`config.mk`:
```
export PLATFORM = sky130hd
export DESIGN_NAME = adc_dly_tap_cal_flat
export DESIGN_NICKNAME = d
export VERILOG_FILES = /design/src/rtl/adc_dly_tap_cal_if.sv /design/src/rtl/adc_dly_tap_cal.sv /design/src/flat_wrapper.sv
export SDC_FILE = /design/constraint.sdc
export NUM_CORES = 1
export LEC_CHECK = 0
export ABC_AREA = 1
export CAP_MARGIN = 0
export CORE_ASPECT_RATIO = 0.5
export CORE_MARGIN = 5
export CORE_UTILIZATION = 47
export CTS_BUF_LIST = sky130_fd_sc_hd__clkbuf_8
export CTS_CLUSTER_DIAMETER = 150
export DETAILED_ROUTE_END_ITERATION = 6
export PLACE_DENSITY = 0.79
export SYNTH_ARGS = -nofsm -noshare
export SYNTH_HDL_FRONTEND = slang
export SYNTH_SLANG_ARGS = --single-unit
```
`constraint.sdc`:
```
create_clock -name ADCLK_100M -period 2.2 [get_ports ADCLK_100M]
set_clock_uncertainty 0.2 [all_clocks]
set_input_delay 0.44 -clock ADCLK_100M [delete_from_list [all_inputs] [get_ports ADCLK_100M]]
set_output_delay 0.44 -clock ADCLK_100M [all_outputs]
set_load 0.03 [all_outputs]
```
`src/rtl/adc_dly_tap_cal_if.sv`:
```
// Calibration bundle between the ADC deserialiser/controller and adc_dly_tap_cal.
// Latency: none, this is wiring only. Backpressure: none; every signal is level or pulse with no handshake.
// Ports: master = pattern source/supervisor (drives CAL_START, CHn_DATA); slave = calibration engine.
interface adc_dly_tap_cal_if;
    logic        CAL_START;
    logic [15:0] CH1_DATA;
    logic [15:0] CH2_DATA;
    logic [15:0] CH3_DATA;
    logic [15:0] CH4_DATA;
    logic [4:0]  DLY_TAP_OUT;
    logic        DLY_LD;
    logic        CAL_BUSY;
    logic        CAL_DONE;
    logic        CAL_FAIL;
    logic [4:0]  WIN_START;
    logic [5:0]  WIN_LEN;

    modport master (
        output CAL_START, CH1_DATA, CH2_DATA, CH3_DATA, CH4_DATA,
        input  DLY_TAP_OUT, DLY_LD, CAL_BUSY, CAL_DONE, CAL_FAIL, WIN_START, WIN_LEN
    );

    modport slave (
        input  CAL_START, CH1_DATA, CH2_DATA, CH3_DATA, CH4_DATA,
        output DLY_TAP_OUT, DLY_LD, CAL_BUSY, CAL_DONE, CAL_FAIL, WIN_START, WIN_LEN
    );
endinterface

```
`src/rtl/adc_dly_tap_cal.sv`:
```
// IDELAY tap sweep: find the widest error-free tap window across CH1..CH4 and load its centre.
// Latency: 1 + SETTLE_CYC + CHECK_CYC + 1 cycles per tap, 32 taps, plus 1 CENTER cycle (8769 at defaults).
// Backpressure: none; CAL_START is only honoured in IDLE/DONE/FAIL and ignored while busy.
// Ports: ADCLK_100M (clock), IO_RST_N (async active-low reset), cal (slave side of adc_dly_tap_cal_if).
module adc_dly_tap_cal #(
    parameter int unsigned NUM_TAPS    = 32,
    parameter int unsigned SETTLE_CYC  = 16,
    parameter int unsigned CHECK_CYC   = 256,
    parameter logic [15:0] PATTERN     = 16'hA55A,
    parameter int unsigned MIN_WIN     = 4,
    parameter logic [4:0]  DEFAULT_TAP = 5'd16
) (
    input  logic             ADCLK_100M,
    input  logic             IO_RST_N,
    adc_dly_tap_cal_if.slave cal
);

    localparam logic [2:0] ST_IDLE    = 3'd0;
    localparam logic [2:0] ST_SET_TAP = 3'd1;
    localparam logic [2:0] ST_SETTLE  = 3'd2;
    localparam logic [2:0] ST_CHECK   = 3'd3;
    localparam logic [2:0] ST_NEXT    = 3'd4;
    localparam logic [2:0] ST_CENTER  = 3'd5;
    localparam logic [2:0] ST_DONE    = 3'd6;
    localparam logic [2:0] ST_FAIL    = 3'd7;

    localparam logic [4:0]  LAST_TAP   = 5'(NUM_TAPS - 1);
    localparam logic [15:0] SETTLE_END = 16'(SETTLE_CYC - 1);
    localparam logic [15:0] CHECK_END  = 16'(CHECK_CYC - 1);
    localparam logic [5:0]  MIN_LEN    = 6'(MIN_WIN);

    logic [2:0]  state;
    logic [4:0]  tap;
    logic [15:0] cnt;
    logic        err;
    logic [4:0]  cur_start;
    logic [5:0]  cur_len;
    logic [4:0]  best_start;
    logic [5:0]  best_len;

    logic        mismatch;
    logic        tap_good;
    logic        last_tap;
    logic        close_run;
    logic [4:0]  run_start;
    logic [5:0]  run_len;
    logic [4:0]  centre;

    always_comb begin
        mismatch  = (cal.CH1_DATA != PATTERN) || (cal.CH2_DATA != PATTERN) ||
                    (cal.CH3_DATA != PATTERN) || (cal.CH4_DATA != PATTERN);
        tap_good  = !err;
        last_tap  = (tap == LAST_TAP);
        // A good tap opens a run when none is active; the run's length includes this tap.
        run_start = (cur_len == 6'd0) ? tap : cur_start;
        run_len   = tap_good ? (cur_len + 6'd1) : cur_len;
        // The last tap closes any open run: windows never wrap to tap 0.
        close_run = !tap_good || last_tap;
        // best_start + best_len <= 32, so start + len/2 never exceeds 31 and fits the tap width.
        centre    = best_start + 5'(best_len >> 1);
    end

    always_ff @(posedge ADCLK_100M or negedge IO_RST_N) begin
        if (!IO_RST_N) begin
            state           <= ST_IDLE;
            tap             <= 5'd0;
            cnt             <= 16'd0;
            err             <= 1'b0;
            cur_start       <= 5'd0;
            cur_len         <= 6'd0;
            best_start      <= 5'd0;
            best_len        <= 6'd0;
            cal.DLY_TAP_OUT <= DEFAULT_TAP;
            cal.DLY_LD      <= 1'b0;
            cal.CAL_BUSY    <= 1'b0;
            cal.CAL_DONE    <= 1'b0;
            cal.CAL_FAIL    <= 1'b0;
            cal.WIN_START   <= 5'd0;
            cal.WIN_LEN     <= 6'd0;
        end else begin
            case (state)
                ST_IDLE, ST_DONE, ST_FAIL: begin
                    cal.DLY_LD <= 1'b0;
                    if (cal.CAL_START) begin
                        // Tap 0 is loaded on this edge, so the SET_TAP cycle is the load pulse.
                        state           <= ST_SET_TAP;
                        tap             <= 5'd0;
                        cal.DLY_TAP_OUT <= 5'd0;
                        cal.DLY_LD      <= 1'b1;
                        cal.CAL_BUSY    <= 1'b1;
                        cal.CAL_DONE    <= 1'b0;
                        cal.CAL_FAIL    <= 1'b0;
                        cal.WIN_START   <= 5'd0;
                        cal.WIN_LEN     <= 6'd0;
                        cur_start       <= 5'd0;
                        cur_len         <= 6'd0;
                        best_start      <= 5'd0;
                        best_len        <= 6'd0;
                    end
                end

                ST_SET_TAP: begin
                    cal.DLY_LD <= 1'b0;
                    cnt        <= 16'd0;
                    state      <= ST_SETTLE;
                end

                ST_SETTLE: begin
                    if (cnt == SETTLE_END) begin
                        cnt   <= 16'd0;
                        err   <= 1'b0;
                        state <= ST_CHECK;
                    end else begin
                        cnt <= cnt + 16'd1;
                    end
                end

                ST_CHECK: begin
                    err <= err | mismatch;
                    if (cnt == CHECK_END) begin
                        cnt   <= 16'd0;
                        state <= ST_NEXT;
                    end else begin
                        cnt <= cnt + 16'd1;
                    end
                end

                ST_NEXT: begin
                    if (close_run) begin
                        // Strictly longer only: on a tie the earlier window stays best.
                        if (run_len > best_len) begin
                            best_start <= run_start;
                            best_len   <= run_len;
                        end
                        cur_start <= 5'd0;
                        cur_len   <= 6'd0;
                    end else begin
                        cur_start <= run_start;
                        cur_len   <= run_len;
                    end
                    if (last_tap) begin
                        state <= ST_CENTER;
                    end else begin
                        tap             <= tap + 5'd1;
                        cal.DLY_TAP_OUT <= tap + 5'd1;
                        cal.DLY_LD      <= 1'b1;
                        state           <= ST_SET_TAP;
                    end
                end

                ST_CENTER: begin
                    cal.WIN_START <= best_start;
                    cal.WIN_LEN   <= best_len;
                    cal.DLY_LD    <= 1'b1;
                    cal.CAL_BUSY  <= 1'b0;
                    if (best_len >= MIN_LEN) begin
                        tap             <= centre;
                        cal.DLY_TAP_OUT <= centre;
                        cal.CAL_DONE    <= 1'b1;
                        state           <= ST_DONE;
                    end else begin
                        tap             <= DEFAULT_TAP;
                        cal.DLY_TAP_OUT <= DEFAULT_TAP;
                        cal.CAL_FAIL    <= 1'b1;
                        state           <= ST_FAIL;
                    end
                end

                default: begin
                    state <= ST_IDLE;
                end
            endcase
        end
    end

endmodule

```
`src/flat_wrapper.sv`:
```
// flat-port wrapper written by rule: the top's interface ports become plain ports
module adc_dly_tap_cal_flat 
#(
    parameter int unsigned NUM_TAPS    = 32,
    parameter int unsigned SETTLE_CYC  = 16,
    parameter int unsigned CHECK_CYC   = 256,
    parameter logic [15:0] PATTERN     = 16'hA55A,
    parameter int unsigned MIN_WIN     = 4,
    parameter logic [4:0]  DEFAULT_TAP = 5'd16
)
  (ADCLK_100M, IO_RST_N, cal_CAL_START, cal_CH1_DATA, cal_CH2_DATA, cal_CH3_DATA, cal_CH4_DATA, cal_DLY_TAP_OUT, cal_DLY_LD, cal_CAL_BUSY, cal_CAL_DONE, cal_CAL_FAIL, cal_WIN_START, cal_WIN_LEN);
  adc_dly_tap_cal_if cal_i ();
  input  logic ADCLK_100M;
  input  logic IO_RST_N;
  input wire logic [$bits(cal_i.CAL_START)-1:0] cal_CAL_START;
  input wire logic [$bits(cal_i.CH1_DATA)-1:0] cal_CH1_DATA;
  input wire logic [$bits(cal_i.CH2_DATA)-1:0] cal_CH2_DATA;
  input wire logic [$bits(cal_i.CH3_DATA)-1:0] cal_CH3_DATA;
  input wire logic [$bits(cal_i.CH4_DATA)-1:0] cal_CH4_DATA;
  output wire logic [$bits(cal_i.DLY_TAP_OUT)-1:0] cal_DLY_TAP_OUT;
  output wire logic [$bits(cal_i.DLY_LD)-1:0] cal_DLY_LD;
  output wire logic [$bits(cal_i.CAL_BUSY)-1:0] cal_CAL_BUSY;
  output wire logic [$bits(cal_i.CAL_DONE)-1:0] cal_CAL_DONE;
  output wire logic [$bits(cal_i.CAL_FAIL)-1:0] cal_CAL_FAIL;
  output wire logic [$bits(cal_i.WIN_START)-1:0] cal_WIN_START;
  output wire logic [$bits(cal_i.WIN_LEN)-1:0] cal_WIN_LEN;
  assign cal_i.CAL_START = cal_CAL_START;
  assign cal_i.CH1_DATA = cal_CH1_DATA;
  assign cal_i.CH2_DATA = cal_CH2_DATA;
  assign cal_i.CH3_DATA = cal_CH3_DATA;
  assign cal_i.CH4_DATA = cal_CH4_DATA;
  assign cal_DLY_TAP_OUT = cal_i.DLY_TAP_OUT;
  assign cal_DLY_LD = cal_i.DLY_LD;
  assign cal_CAL_BUSY = cal_i.CAL_BUSY;
  assign cal_CAL_DONE = cal_i.CAL_DONE;
  assign cal_CAL_FAIL = cal_i.CAL_FAIL;
  assign cal_WIN_START = cal_i.WIN_START;
  assign cal_WIN_LEN = cal_i.WIN_LEN;
  adc_dly_tap_cal #(.NUM_TAPS(NUM_TAPS), .SETTLE_CYC(SETTLE_CYC), .CHECK_CYC(CHECK_CYC), .PATTERN(PATTERN), .MIN_WIN(MIN_WIN), .DEFAULT_TAP(DEFAULT_TAP)) u_core (.ADCLK_100M(ADCLK_100M), .IO_RST_N(IO_RST_N), .cal(cal_i));
endmodule
```
# Word level (Yosys, flattened, before mapping)
# Index checks and enable logic that the tools add are counted.
[totals]
output_inout_bits = 20
reg_bits = 67
inputBits = 67
[op_classes]
n_eq_ne = 22
addsub = 4
n_bitwise = 1
muxes = 40
n_lt_le_gt_ge = 2
reduce_logical = 22
[ops]
columns = ["cell", "n"]
rows = [
  ["inequality test 16 bit (second input constant)", 4],
  ["case mux 16 bit (3 select lines)", 1],
  ["case mux 6 bit (2 select lines)", 3],
  ["2-to-1 mux 5 bit", 7],
  ["2-to-1 mux 16 bit", 2],
  ["2-to-1 mux 6 bit", 5],
  ["case mux 5 bit (2 select lines)", 3],
  ["case mux 3 bit (6 select lines)", 1],
  ["adder 16 x 1 -> 16 bit (second input constant)", 1],
  ["equality test 16 x 4 -> 1 bit (second input constant)", 1],
  ["equality test 16 x 8 -> 1 bit (second input constant)", 1],
  ["case mux 5 bit (3 select lines)", 1],
  ["equality test 3 bit (second input constant)", 4],
  ["2-to-1 mux 3 bit", 4],
  ["AND reduction 3 bit", 4],
  ["inequality test 2 x 1 -> 1 bit (second input constant)", 5],
  ["2-to-1 mux 1 bit", 8],
  ["case mux 1 bit (2 select lines)", 4],
  ["AND reduction 2 bit", 4],
  ["adder 6 x 1 -> 6 bit (second input constant)", 1],
  ["equality test 3 x 2 -> 1 bit (second input constant)", 2],
  ["greater-or-equal comparator 6 x 3 -> 1 bit (second input constant)", 1],
  ["> comparator 6 bit", 1],
  ["zero test 6 bit", 1],
  ["14 further kinds", 22],
]

# Logic depth before layout (Yosys ltp)
# Gate-level depths: netlist of the first run.
[depth]
word_depth = 6
depth_mapped = 17
ltp_nobuf = 16

# Worst setup path after synthesis of the first run
# No wires, ideal clock.
[synth_timing]
kind = "register to register"
startpoint = "register u_core.err"
endpoint = "register u_core.best_len[2]"
n_path_buf = 1
t_arrival_ps = 2025
setup_slack_ps = -142
path_stages_with_launch = 18
setup_ps = 117
synth_period_minus_slack_ps = 2342
t_required_ps = 1883
cell_sequence = "dfrtp_1 inv_1 nand2_1 nor2_1 nand3_1 nand2_1 inv_1 ha_1 nand2_1 nor2_1 nand2_1 nand3_1 nand2_1 nand2_1 nand2_2 buf_6 nand2_1 nand2_1"
[synth_via]
elab_chain_len = 4
word_cells_on_any_way = 9
cone_classes = "order compare: 1; eq/ne: 2; mux: 4; reduce/logical: 2"
[synth_rtl]
columns = ["element", "line_no", "source"]
rows = [
  ["from (decl)", "adc_dly_tap_cal.sv:35", "logic err;"],
  ["from (signal assigned)", "adc_dly_tap_cal.sv:119", "err <= err | mismatch;"],
  ["2-to-1 mux 6 bit", "adc_dly_tap_cal.sv:56", "run_len = tap_good ? (cur_len + 6'd1) : cur_len;"],
  ["> comparator 6 bit or 2-to-1 mux 6 bit (tied branches)", "adc_dly_tap_cal.sv:131", "if (run_len > best_len) begin"],
  ["inequality test 2 x 1 -> 1 bit (no line) or 2-to-1 mux 6 bit (tied branches)", "--", ""],
  ["AND reduction 4 bit (no line) or case mux 6 bit (2 select lines) (tied branches)", "--", ""],
  ["to (signal assigned)", "adc_dly_tap_cal.sv:133", "best_len <= run_len;"],
  ["to (decl)", "adc_dly_tap_cal.sv:39", "logic [5:0] best_len;"],
]
# Parallel ways exist; a longest one is shown, timed or not. The select of a mux whose other input is x is not followed.
# A chain may end at the register's enable or synchronous reset.

# Final worst setup path of the first run
[layout_timing]
startpoint = "register u_core.cur_len[3]"
endpoint = "register u_core.best_start[3]"
[layout_via]
elab_chain_len = 5
word_cells_on_any_way = 10
cone_classes = "add/sub: 1; order compare: 1; eq/ne: 1; mux: 5; reduce/logical: 2"
[layout_rtl]
columns = ["element", "line_no", "source"]
rows = [
  ["from (decl)", "adc_dly_tap_cal.sv:37", "logic [5:0] cur_len;"],
  ["from (signal assigned)", "adc_dly_tap_cal.sv:139", "cur_len <= run_len;"],
  ["adder 6 x 1 -> 6 bit or zero test 6 bit (tied branches)", "adc_dly_tap_cal.sv:56, adc_dly_tap_cal.sv:55", ""],
  ["2-to-1 mux 6 bit or 2-to-1 mux 5 bit (tied branches)", "adc_dly_tap_cal.sv:56, adc_dly_tap_cal.sv:55", ""],
  ["> comparator 6 bit or 2-to-1 mux 5 bit (tied branches)", "adc_dly_tap_cal.sv:131", ""],
  ["inequality test 2 x 1 -> 1 bit (no line) or 2-to-1 mux 5 bit (tied branches)", "--", ""],
  ["AND reduction 4 bit (no line) or case mux 5 bit (2 select lines) (tied branches)", "--", ""],
  ["to (signal assigned)", "adc_dly_tap_cal.sv:132", "best_start <= run_start;"],
  ["to (decl)", "adc_dly_tap_cal.sv:38", "logic [4:0] best_start;"],
]
# Parallel ways exist; a longest one is shown, timed or not. The select of a mux whose other input is x is not followed.

==> results of run 1 <==
==> placed cells by master, fill, tap and decap left out, drive strengths merged, types with 2 or more instances in the layout <==
| cell type | netlist | final |
|---|---|---|
| o211ai | 4 | 4 |
| nor3 | 11 | 11 |
| dfrtp | 62 | 62 |
| ha | 15 | 15 |
| buf | 8 | 30 |
| o32ai | 2 | 2 |
| or2 | 2 | 2 |
| nor2 | 76 | 76 |
| inv | 49 | 54 |
| xnor2 | 7 | 7 |
| a21o | 2 | 2 |
| nand3 | 54 | 54 |
| clkbuf | 3 | 10 |
| o22ai | 2 | 2 |
| clkdlybuf4s50 | 0 | 84 |
| a21oi | 9 | 9 |
| o21ai | 25 | 25 |
| nand4 | 9 | 9 |
| xor2 | 2 | 2 |
| o21bai | 2 | 2 |
| nand2 | 178 | 179 |
==> through the flow <==
stage          std cells  setup WS [ns]
5_1_grt              762         -0.159
2_1_floorplan        528        -0.0154
3_3_place_gp         737         0.0103
3_5_place_dp         737        -0.0726
6_report             762        -0.0768
4_1_cts              761        0.00339
==> registers in the layout (all words and copies together) (netlist names), 3 cells and up <==
register / cells
u_core.cal.WIN_LEN: 6
u_core.state: 3
u_core.cnt: 16
u_core.cur_len: 6
u_core.cur_start: 5
u_core.best_start: 5
u_core.best_len: 6
u_core.tap: 5
u_core.cal.WIN_START: 5
==> worst paths after layout <==
path	from	endpoint	slack, ns	cells past startpoint
min in group asynchronous	IO_RST_N	u_core.cnt[11]	0.44	2
hold / removal	u_core.cal.DLY_TAP_OUT[4]	u_core.cal.DLY_TAP_OUT[4]	0.28	2
setup / recovery	u_core.cur_len[3]	u_core.best_start[3]	-0.08	15
setup reg to reg	u_core.cur_len[3]	u_core.best_start[3]	-0.08	15
hold reg to reg	u_core.cal.DLY_TAP_OUT[4]	u_core.cal.DLY_TAP_OUT[4]	0.28	2
max in group asynchronous	IO_RST_N	u_core.cur_len[0]	0.77	3
==> cells by family after synthesis <==
kind of cell | after synthesis
buffers and inverters | 60
DFF | 63
adders and majority gates | 16
and+or+nand+nor | 332
xor gates and xnor gates | 9
AOI/OAI and AO/OA | 48
==> where the power goes <==
part / switching (uW) / leakage (uW) / total, uW / internal [uW]
logic: 47.8 / 0.00175 / 161 / 113
registers: 0 / 0.000704 / 1160 / 1160
clock network: 429 / 0.000102 / 847 / 417
==> critical path, delay by kind of cell (launching register included) <==
family	cells	cell delay, ns
and+or+nand+nor	10	0.84
adders and majority gates	1	0.27
DFF	1	0.45
buffers and inverters	3	0.25
AOI/OAI and AO/OA	1	0.20
==> area by class of cell <==
| type | instances | area [sq um] |
|---|---|---|
| Clock buffer | 10 | 138 |
| Clock inverter | 6 | 23.8 |
| Fill cell | 655 | 2630 |
| Inverter | 49 | 186 |
| Multi-Input combinational cell | 406 | 2150 |
| Sequential cell | 63 | 1580 |
| Tap cell | 112 | 140 |
| Timing Repair Buffer | 116 | 1100 |
==> what timing repair did <==
item / in CTS / in global routing
pin swaps: 14 / 15
resized for setup: 13 / 28
endpoints found under the hold margin: 21 / 0
setup buffers: 6 / 1
setup endpoints to repair: 11 / 13
hold buffers: 1 / 0
cloned: 1 / 0
==> layer usage <==
metal / up-vias / share of wire (%)
li1: 1937 / -
met1: 1836 / 44
met2: 84 / 50
met3: 19 / 4.3
met4: 0 / 1.4
met5: - / 0
==> results by group, run 1 <==
Placement
  – Buffers on Ports: 86
  – GPL Wtd Cong: 0.876
  – Post-DP HPWL: 7970 um
  – DP Area: 4920 sq um

STA
  – Worst-Margin Slew: 0.591 ns
  – Endpoints failing hold: 0
  – Max-slew violation count: 0
  – Clock period minus worst slack: 2.28 ns
  – Final setup margin: -0.0768 ns
  – Max Freq: 439 MHz
  – Tcrit/Tclk final: 103%
  – Hold WS: 0.284 ns
  – RSZ-0062 raised after global routing: yes
  – Worst slew margin: 60.6%
  – Final setup vio count: 11
  – Setup TNS: -0.544 ns

Global routing
  – First-pass GRT wire length: 17100 um
  – GR Overflow Total: 0
  – Largest net degree at the start of global routing: 32
  – GR met2 Demand/Resource: 36.6%
  – Initial antenna violation count: 0
  – GR Layer Usage met3: 4.38%
  – GR peak layer: met2
  – Overall routing resource usage: 21.5%
  – Vias in the first global route: 3659
  – GR Layer Usage met1: 28.1%

Floorplanning
  – Die X-Extent: 137 um
  – DIE AREA: 10100 sq um
  – I/O pin total: 87
  – Cell Rows: 23
  – Core area: 7940 sq um
  – Starting Density: 48.0%
  – Chip height: 73.7 um

Job
  – Max Cap Violations: 0

Route
  – DR vias/cell: 5.09
  – Post-DRT Antenna Nets: 0
  – DRC Markers: 0
  – Avg WL per Cell: 14.1 um
  – DRT Pass-1 Iters: 5
  – DR vias: 3876
  – Initial DRC Count: 252
  – Total Wirelength: 10700 um

Synthesis
  – Post-Syn Area per Cell: 7.22 sq um
  – Post-Syn Nets: 611
  – Simple-Gate Fraction of Synth Area: 36.7%
  – Compound-cell area share of the yosys netlist: 7.64%
  – Synth top area cells: dfrtp_1 41%, nand2_1 17%, nand3_1 7.1%
  – Seq/Total Area, Yosys: 41.4%
  – Post-synthesis adder-cell area fraction: 5.45%
  – Ys Warns: 0
  – Largest family of logic cells by synthesized area: simple AND/OR/NAND/NOR gates
  – Yosys reg bits: 63
  – EDFF count, synth: 0
  – Cell count after synthesis: 528
  – Most frequent cell after synthesis: nand2_1
  – FFs w/ async S/R, synth: 100%
  – Top cell type's share of synthesized area: 40.7%
  – Mux share of post-synthesis cell area: 0%
  – Cell Area, Synth: 3810 sq um
  – Unique masters post-synth: 38
  – Synth Flop Type: dfrtp_1
  – Post-synth top area cell: dfrtp_1
  – Synth Area in XOR/XNOR: 2.07%
  – Post-synth top cells: 174 x nand2_1, 72 x nor2_1, 62 x dfrtp_1, 54 x nand3_1, 46 x inv_1

Critical path
  – Worst EP required: 2.28 ns
  – Critical path type: flop to flop
  – Crit. End Element: flop
  – Crit path max-delay cell type: dfrtp_1
  – Critical Path AT: 2.35 ns
  – CP cell instances: nand2_1 > inv_1 > a21o_1 > nand2_2 > inv_2 > ha_4 > nand2_4 > nor2_4 > nand2_1 > nand3_1 > nand2_2 > nand2_4 > buf_6 > nand3_1 > nand2_1
  – Max stage delay on crit path: 0.45 ns
  – Worst Path Max Fanout: 5
  – Startpoint Class: flop
  – Most frequent CP cell: nand2_1

Clocking
  – Clock transition at path regs: 0.07 ns
  – CTS Sinks: 63
  – Root buffer cell: clkbuf_8
  – CTS max path bufs: 2
  – CTS tree: yes
  – H-Tree Depth: 3
  – Skew-Pair Late Insertion Delay: 0.34 ns
  – Num CTS Buffers: 9

Finish
  – Diodes inserted: 0
  – Fin area: 5320 sq um
  – Final core utilization: 67.0%
  – Area Overhead vs Synth: 39.4%
  – Layout Nets: 728
  – Layout cell share with drive strength beyond 1: 14.3%

Worst hold path
  – Worst hold path type: flop to flop

Power and ir drop
  – PD cells: 407 nW/um^2
  – Total power: 2170 uW
  – VDD IR max: 0.309 mV
  – Static Leak: 0.00256 uW

Run status
  – Status: complete, but fails checks
  – Failing checks: negative setup slack
Note: power is estimated with default switching activity, not from simulation.
==> run 2, diff against run 1 <==
Settings changed: CAP_MARGIN 0 to 20.
==> results of run 2 <==
The final DEF is identical to that of run 1; final timing and power are the same.
==> run 3, diff against run 2 <==
Settings changed: CTS_CLUSTER_DIAMETER 150 to 100.
==> results of run 3 <==
The final DEF is identical to that of run 1; final timing and power are the same.
